### src/rtl/snake_pkg.sv
// Shared types and timing defaults for the snake game blocks.
// Defaults assume the 100 MHz system clock.
`timescale 1ns/1ps
package snake_pkg;

    typedef enum logic [1:0] {
        IDLE  = 2'd0,
        EAT   = 2'd1,
        CRASH = 2'd2
    } state_e;

    localparam int unsigned CLK_HZ = 100_000_000;

    function automatic int unsigned ms_to_cycles(input int unsigned ms);
        return (CLK_HZ / 1000) * ms;
    endfunction

    localparam int unsigned EAT_CYCLES_DEF   = ms_to_cycles(200);
    localparam int unsigned CRASH_CYCLES_DEF = ms_to_cycles(800);
    localparam int unsigned DEB_CYCLES_DEF   = ms_to_cycles(10);
    localparam int unsigned CNT_W_DEF        = 27;

endpackage

### src/rtl/btn_debounce.sv
// Synchronises and debounces a raw push button, producing a clean level
// and a one-cycle pulse on each debounced rising edge.
`timescale 1ns/1ps
module btn_debounce
    import snake_pkg::*;
#(
    parameter int unsigned DEB_CYCLES = DEB_CYCLES_DEF
) (
    input  logic clk,
    input  logic rst_n,
    input  logic btn_i,
    output logic level_o,
    output logic rise_pulse_o
);

    localparam int unsigned DW = (DEB_CYCLES > 1) ? $clog2(DEB_CYCLES) : 1;
    localparam logic [DW-1:0] LAST = DW'(DEB_CYCLES - 1);

    logic          sync1_q, sync2_q;
    logic          level_q, level_d;
    logic          pulse_q, pulse_d;
    logic [DW-1:0] cnt_q, cnt_d;

    // Run length of disagreement; any sample matching the level restarts it.
    always_comb begin
        cnt_d   = '0;
        level_d = level_q;
        pulse_d = 1'b0;
        if (sync2_q != level_q) begin
            if (cnt_q == LAST) begin
                level_d = sync2_q;
                pulse_d = sync2_q;
            end else begin
                cnt_d = cnt_q + 1'b1;
            end
        end
    end

    always_ff @(posedge clk or negedge rst_n) begin
        if (!rst_n) begin
            sync1_q <= 1'b0;
            sync2_q <= 1'b0;
            level_q <= 1'b0;
            pulse_q <= 1'b0;
            cnt_q   <= '0;
        end else begin
            sync1_q <= btn_i;
            sync2_q <= sync1_q;
            level_q <= level_d;
            pulse_q <= pulse_d;
            cnt_q   <= cnt_d;
        end
    end

    assign level_o      = level_q;
    assign rise_pulse_o = pulse_q;

endmodule

### src/rtl/beep_trigger.sv
// Turns one-cycle eat/crash game events into the active-low hold level for
// the music player, with a debounced mute toggle; crash preempts eat.
`timescale 1ns/1ps
module beep_trigger
    import snake_pkg::*;
#(
    parameter int unsigned EAT_CYCLES   = EAT_CYCLES_DEF,
    parameter int unsigned CRASH_CYCLES = CRASH_CYCLES_DEF,
    parameter int unsigned DEB_CYCLES   = DEB_CYCLES_DEF,
    parameter int unsigned CNT_W        = CNT_W_DEF
) (
    input  logic clk,
    input  logic rst_n,
    input  logic eat_evt,
    input  logic crash_evt,
    input  logic mute_btn,
    output logic key_n,
    output logic muted,
    output logic busy
);

    localparam logic [CNT_W-1:0] EAT_LOAD   = CNT_W'(EAT_CYCLES - 1);
    localparam logic [CNT_W-1:0] CRASH_LOAD = CNT_W'(CRASH_CYCLES - 1);

    state_e             state_q, state_d;
    logic [CNT_W-1:0]   cnt_q, cnt_d;
    logic               key_n_q, key_n_d;
    logic               busy_q, busy_d;
    logic               muted_q, muted_d;
    logic               deb_level, deb_rise;

    btn_debounce #(
        .DEB_CYCLES(DEB_CYCLES)
    ) u_mute_deb (
        .clk         (clk),
        .rst_n       (rst_n),
        .btn_i       (mute_btn),
        .level_o     (deb_level),
        .rise_pulse_o(deb_rise)
    );

    always_comb begin
        state_d = state_q;
        cnt_d   = cnt_q;
        case (state_q)
            IDLE: begin
                if (crash_evt) begin
                    state_d = CRASH;
                    cnt_d   = CRASH_LOAD;
                end else if (eat_evt) begin
                    state_d = EAT;
                    cnt_d   = EAT_LOAD;
                end
            end
            EAT: begin
                if (crash_evt) begin
                    state_d = CRASH;
                    cnt_d   = CRASH_LOAD;
                end else if (eat_evt) begin
                    cnt_d = EAT_LOAD;
                end else if (cnt_q == '0) begin
                    state_d = IDLE;
                end else begin
                    cnt_d = cnt_q - 1'b1;
                end
            end
            CRASH: begin
                if (crash_evt) begin
                    cnt_d = CRASH_LOAD;
                end else if (cnt_q == '0) begin
                    state_d = IDLE;
                end else begin
                    cnt_d = cnt_q - 1'b1;
                end
            end
            default: begin
                state_d = IDLE;
                cnt_d   = '0;
            end
        endcase

        // The rise pulse is only ever high while the debounced level is high.
        muted_d = muted_q ^ (deb_rise & deb_level);
        busy_d  = (state_d != IDLE);
        key_n_d = !busy_d || muted_d;
    end

    always_ff @(posedge clk or negedge rst_n) begin
        if (!rst_n) begin
            state_q <= IDLE;
            cnt_q   <= '0;
            key_n_q <= 1'b1;
            busy_q  <= 1'b0;
            muted_q <= 1'b0;
        end else begin
            state_q <= state_d;
            cnt_q   <= cnt_d;
            key_n_q <= key_n_d;
            busy_q  <= busy_d;
            muted_q <= muted_d;
        end
    end

    assign key_n = key_n_q;
    assign busy  = busy_q;
    assign muted = muted_q;

endmodule

### config.mk
export PLATFORM = sky130hd
export DESIGN_NAME = beep_trigger
export DESIGN_NICKNAME = d
export VERILOG_FILES = /design/src/rtl/snake_pkg.sv /design/src/rtl/btn_debounce.sv /design/src/rtl/beep_trigger.sv
export SDC_FILE = /design/constraint.sdc
export NUM_CORES = 1
export LEC_CHECK = 0
export ABC_AREA = 1
export CAP_MARGIN = 20
export CORE_UTILIZATION = 63
export DETAILED_ROUTE_END_ITERATION = 6
export PLACE_DENSITY = 0.81
export SLEW_MARGIN = 0
export SYNTH_ARGS = -nofsm -noshare
export SYNTH_HDL_FRONTEND = slang
export SYNTH_SLANG_ARGS = --single-unit
### constraint.sdc
create_clock -name clk -period 2.42 [get_ports clk]
set_clock_uncertainty 0.2 [all_clocks]
set_input_delay 0.605 -clock clk [delete_from_list [all_inputs] [get_ports clk]]
set_output_delay 0.605 -clock clk [all_outputs]
set_load 0.005 [all_outputs]
* Word-level counts from Yosys, hierarchy flattened
Index checks and enable logic that the tools add are counted.
** Cells by class
- Add/sub/neg operators :: 2
- Eq/ne operators :: 5
- Multiplexer cells :: 18
- Bitwise operators :: 2
- Reduce and logical (&&, ||, !) cells :: 6
** Operator list (number)
- 27-bit 2-to-1 mux :: 6
- 27-bit case mux with 3 select lines :: 1
- 20-bit 2-to-1 mux :: 2
- 27-bit logical NOT :: 1
- 27-bit by 1-bit subtractor with 27-bit output (second input constant) :: 1
- 20-bit by 1-bit adder with 20-bit output (second input constant) :: 1
- 20-bit == test (second input constant) :: 1
- 2-bit 2-to-1 mux :: 6
- 2-bit case mux with 3 select lines :: 1
- 3-bit inequality test (second input constant) :: 1
- 2-bit by 1-bit == test with 1-bit output (second input constant) :: 1
- 2-bit == test (second input constant) :: 1
- 2-bit logical NOT :: 1
- 1-bit 2-to-1 mux :: 2
- 2-bit AND reduction :: 1
- 2-bit nonzero test :: 1
- 1-bit AND :: 1
- 1-bit logical NOT :: 1
- 1-bit logical OR :: 1
- 1-bit inequality test :: 1
- 1-bit XOR :: 1
** Word-level totals
- Bits in registers :: 56
- Input bits :: 5
- Logic and storage cells :: 43

* Longest topological paths before layout
- Word-level depth :: 8
- Depth in mapped cells :: 12
- Mapped depth without buffers :: 12

* By module
A second synthesis with hierarchy kept.
** Second synthesis, totals
- Cells, all modules :: 524
- Area total of the unflattened synthesis :: 3668.5 sq um
** By module, submodules not included
- beep_trigger :: times used 1, cells an instance 361, area an instance 2351.0 sq um
- btn_debounce :: times used 1, cells an instance 163, area an instance 1317.5 sq um

* Least setup slack after synthesis
Ideal clock, no wire load.
- Path type :: register -> register
- Start point :: reg cnt_q[0]
- End point :: reg cnt_q[24]
- Library setup time :: 0.117 ns
- Arrival time :: 1.518 ns
- Required time :: 2.103 ns
- Path slack :: 0.585 ns
- Stages on the path, launching flop included :: 12
- Buffers on the path :: 0
- Cells stage by stage :: dfrtp_1 > inv_1 > ha_1 > nand2_1 > nor2_2 > nand2_1 > nand2_1 > nand3_1 > nand2_1 > nand2_1 > nand2_1 > nand2_1
** On the way
- Cells in the longest elaborated chain, start to end :: 5
** RTL lines
- from (decl) :: RTL line beep_trigger.sv:26 : logic [CNT_W-1:0] cnt_q, cnt_d;
- from (signal assigned) :: RTL line beep_trigger.sv:97 : cnt_q <= cnt_d;
- 27-bit by 1-bit subtractor with 27-bit output / 27-bit logical NOT (equally long branches)
- 27-bit 2-to-1 mux * :: RTL line beep_trigger.sv:61, beep_trigger.sv:70
- 27-bit 2-to-1 mux :: RTL line beep_trigger.sv:59 : end else if (eat_evt) begin
- 27-bit 2-to-1 mux :: RTL line beep_trigger.sv:56 : if (crash_evt) begin
- 27-bit case mux with 3 select lines * :: RTL line beep_trigger.sv:45 : case (state_q)
Every way passes the cells marked *; elsewhere a longest branch is shown, timed or not.
A chain may end at the register's enable or synchronous reset.

* Worst setup path after layout
- Start point :: reg key_n_q, in the netlist key_n
- End point :: out key_n
** RTL lines
- from (decl) :: RTL line beep_trigger.sv:27 : logic key_n_q, key_n_d;
- from (signal assigned) :: RTL line beep_trigger.sv:98 : key_n_q <= key_n_d;
- to (decl) :: RTL line beep_trigger.sv:17 : output logic key_n,
No word-level cell between the ends.

==> results by group <==
Critical path
  – Crit end category: primary output
  – CP required: 1.62 ns
  – R2R depth: 6
  – Crit path cell chain: clkdlybuf4s50_1
  – Crit Path Category: reg -> out
  – Crit-path leading delay family: flip-flops
  – Slowest cell on the critical path: dfstp_2
  – Crit path DAT: 1.37 ns
  – Critical Path Source Type: flip-flop
  – Critical-path maximum fanout: 1
  – Max stage delay on crit path: 0.54 ns
  – WP depth: 1
  – CP bufs+invs: 1

Route
  – Pre-antenna DRT Iters: 6
  – Post-route ant nets: 0
  – Vias/cell: 5.69
  – Vias: 3439
  – Drt total wl: 8.86 mm
  – Remaining DRCs: 0
  – Wire per inst: 14.7 um
  – 1st-iter DRT viols: 321

Synthesis
  – Synthesized net count: 522
  – Synth Register Bits: 56
  – Seq/Total Area, Yosys: 38.3%
  – Yosys top cell area share: 37.6%
  – Cell variety after synth: 38
  – Synth area leaders: dfrtp_1 (38%), nand2_1 (14%), nor2_1 (7.0%)
  – Post-synthesis area per instance: 7.13 sq um
  – Post-synthesis cell area: 3660 sq um
  – Yosys top cell by area: dfrtp_1
  – Yosys warns: 0
  – Gate Count Post-Synth: 514

Clock network
  – CTS root buf: clkbuf_8
  – Post-CTS resize count: 0
  – H-tree depth: 2
  – CTS clk-pin slew, worst paths: 0.11 ns
  – CTS Buffer Depth: 2
  – Total CTS buffers: 5
  – CTS tree: yes
  – Clk sinks: 56
  – Cts-stage hold buffer count: 0
  – Insertion delay to the later sink of the worst-skew pair: 0.33 ns
  – Postcts setup bufs: 0

Finish
  – Fin cells: 604
  – P&R area growth vs syn: 7.89%
  – Diode count: 0
  – Top reg by flops: cnt_q
  – Max reg flops: 27
  – Final core occ: 71.3%
  – Finished Cell Area: 3950 sq um
  – Fin nets: 539
  – Biggest regs: cnt_q: 27 flops, u_mute_deb.cnt_q: 20 flops, state_q: 2 flops
  – Layout cell share with drive strength beyond 1: 12.8%

Power and ir drop
  – VDD IR max: 0.333 mV
  – Pwr dens: 408 nW/um^2
  – Leak: 1.86 nW
  – Overall Power: 1.61 mW

STA
  – Final Hold Vio Count: 0
  – Slew HR: 71.2%
  – Setup violators final: 0
  – Slew Viols, Final: 0
  – Final Cycle Share: 89.9%
  – Final setup margin: 0.243 ns
  – Fmax: 0.459 GHz
  – Setup TNS: 0 ns
  – Hold WS: 0.0674 ns
  – Tightest Pin Transition: 0.430 ns
  – RSZ-0062 raised after global routing: false
  – Fin crit period: 2.18 ns

Floorplanning
  – Starting Density: 66.1%
  – Die height: 78.3 um
  – Core area: 5540 sq um
  – Row count: 27
  – Die X: 78.3 um
  – Die area: 6120 sq um
  – IO Count: 8

Placed design
  – PortBufs: 7
  – Worst slack at placement: 0.112 ns
  – RD Place Congestion: 0.936
  – DP Area: 3860 sq um
  – Dpl hpwl: 6.65 mm
  – Placed cell count: 596

GRT
  – Largest net degree at the start of global routing: 57
  – Gr usage total: 31.8%
  – First-pass GRT wire length: 15.2 mm
  – Gr ovfl total: 0
  – Initial antenna violation count: 0
  – Vias in the first global route: 3394

Job
  – Max_cap viols: 0

Run status
  – Status: finished clean

Hold path
  – Hold Path Class: in -> async
==> report_power, final <==
group,total [mW],switching [mW],internal [mW]
Sequential,0.953,0.00687,0.946
Clock,0.565,0.353,0.212
Combinational,0.0947,0.0629,0.0318
==> per-layer routing <==
metal	GRT usage (%)	part of all wire [%]	vias up
li1	-	-	1700
met1	45.1	48	1609
met2	49.0	44	115
met3	5.12	5.9	15
met4	12.0	1.6	0
met5	0	0	-
==> Yosys cell counts, drive strengths merged <==
cell,number
o21ai,34
nand4,18
nor4,3
nor2,86
dfrtp,55
or2,1
ha,3
and3,1
xnor2,5
nand3b,2
inv,61
nand2,145
o211ai,4
nor3b,6
nor3,14
nand3,40
a31oi,3
dfstp,1
o22ai,2
and2,1
buf,8
xor2,10
a21oi,11
==> area by class of cell <==
cell class	instances	area, sq um
fill	469	1590
clock inverter	3	25.0
multi-input combinational	389	1980
timing repair buffer	18	160
clock buffer	5	68.8
tap	72	90.1
sequential	56	1400
inverter	61	229
==> kinds of logic (layout without fill, tap and decap cells) <==
| family | Yosys count | in the layout | synth area share (%) |
|---|---|---|---|
| AO/OA/AOI/OAI | 54 | 54 | 7.92 |
| AND/OR/NAND/NOR | 317 | 317 | 41.4 |
| buffers and inverters | 69 | 87 | 7.75 |
| flip-flops | 56 | 56 | 38.3 |
| adder cells (fa/ha/maj) | 3 | 3 | 1.02 |
| XOR/XNOR | 15 | 15 | 3.59 |
==> final timing paths <==
check	to	slack, ns	startpoint
worst min register to register	u_mute_deb.sync2_q$_DFF_PN0_	0.17	u_mute_deb.sync1_q$_DFF_PN0_
worst max register to register	u_mute_deb.cnt_q[18]$_DFF_PN0_	0.29	u_mute_deb.cnt_q[0]$_DFF_PN0_
worst max-delay path	key_n	0.24	key_n$_DFF_PN1_
max in group asynchronous	key_n$_DFF_PN1_	1.66	rst_n
worst min-delay path	u_mute_deb.cnt_q[5]$_DFF_PN0_	0.07	rst_n
min in group clk	u_mute_deb.sync2_q$_DFF_PN0_	0.17	u_mute_deb.sync1_q$_DFF_PN0_
==> cells in the final DEF, fill, tap and decap left out, types with 2 or more instances in the layout <==
cell             instances
nand2_4                  2
inv_2                    9
o22ai_1                  2
nand4_1                 18
a31oi_1                  3
nand2_2                  6
ha_1                     3
nor2_4                   4
o21ai_1                 23
nor2_2                  13
nor3_1                   9
nor3b_1                  5
xnor2_1                  5
nor4_1                   3
nor2_1                  68
nand2_1                137
o21ai_0                 11
clkdlybuf4s50_1          6
dfrtp_1                 55
inv_6                    2
buf_4                   10
inv_1                   52
a21oi_1                 10
nand3_1                 38
xor2_1                  10
o211ai_1                 4
nand3_2                  2
clkbuf_8                 5
nor3_2                   4
(Power assumes the default switching activity.)
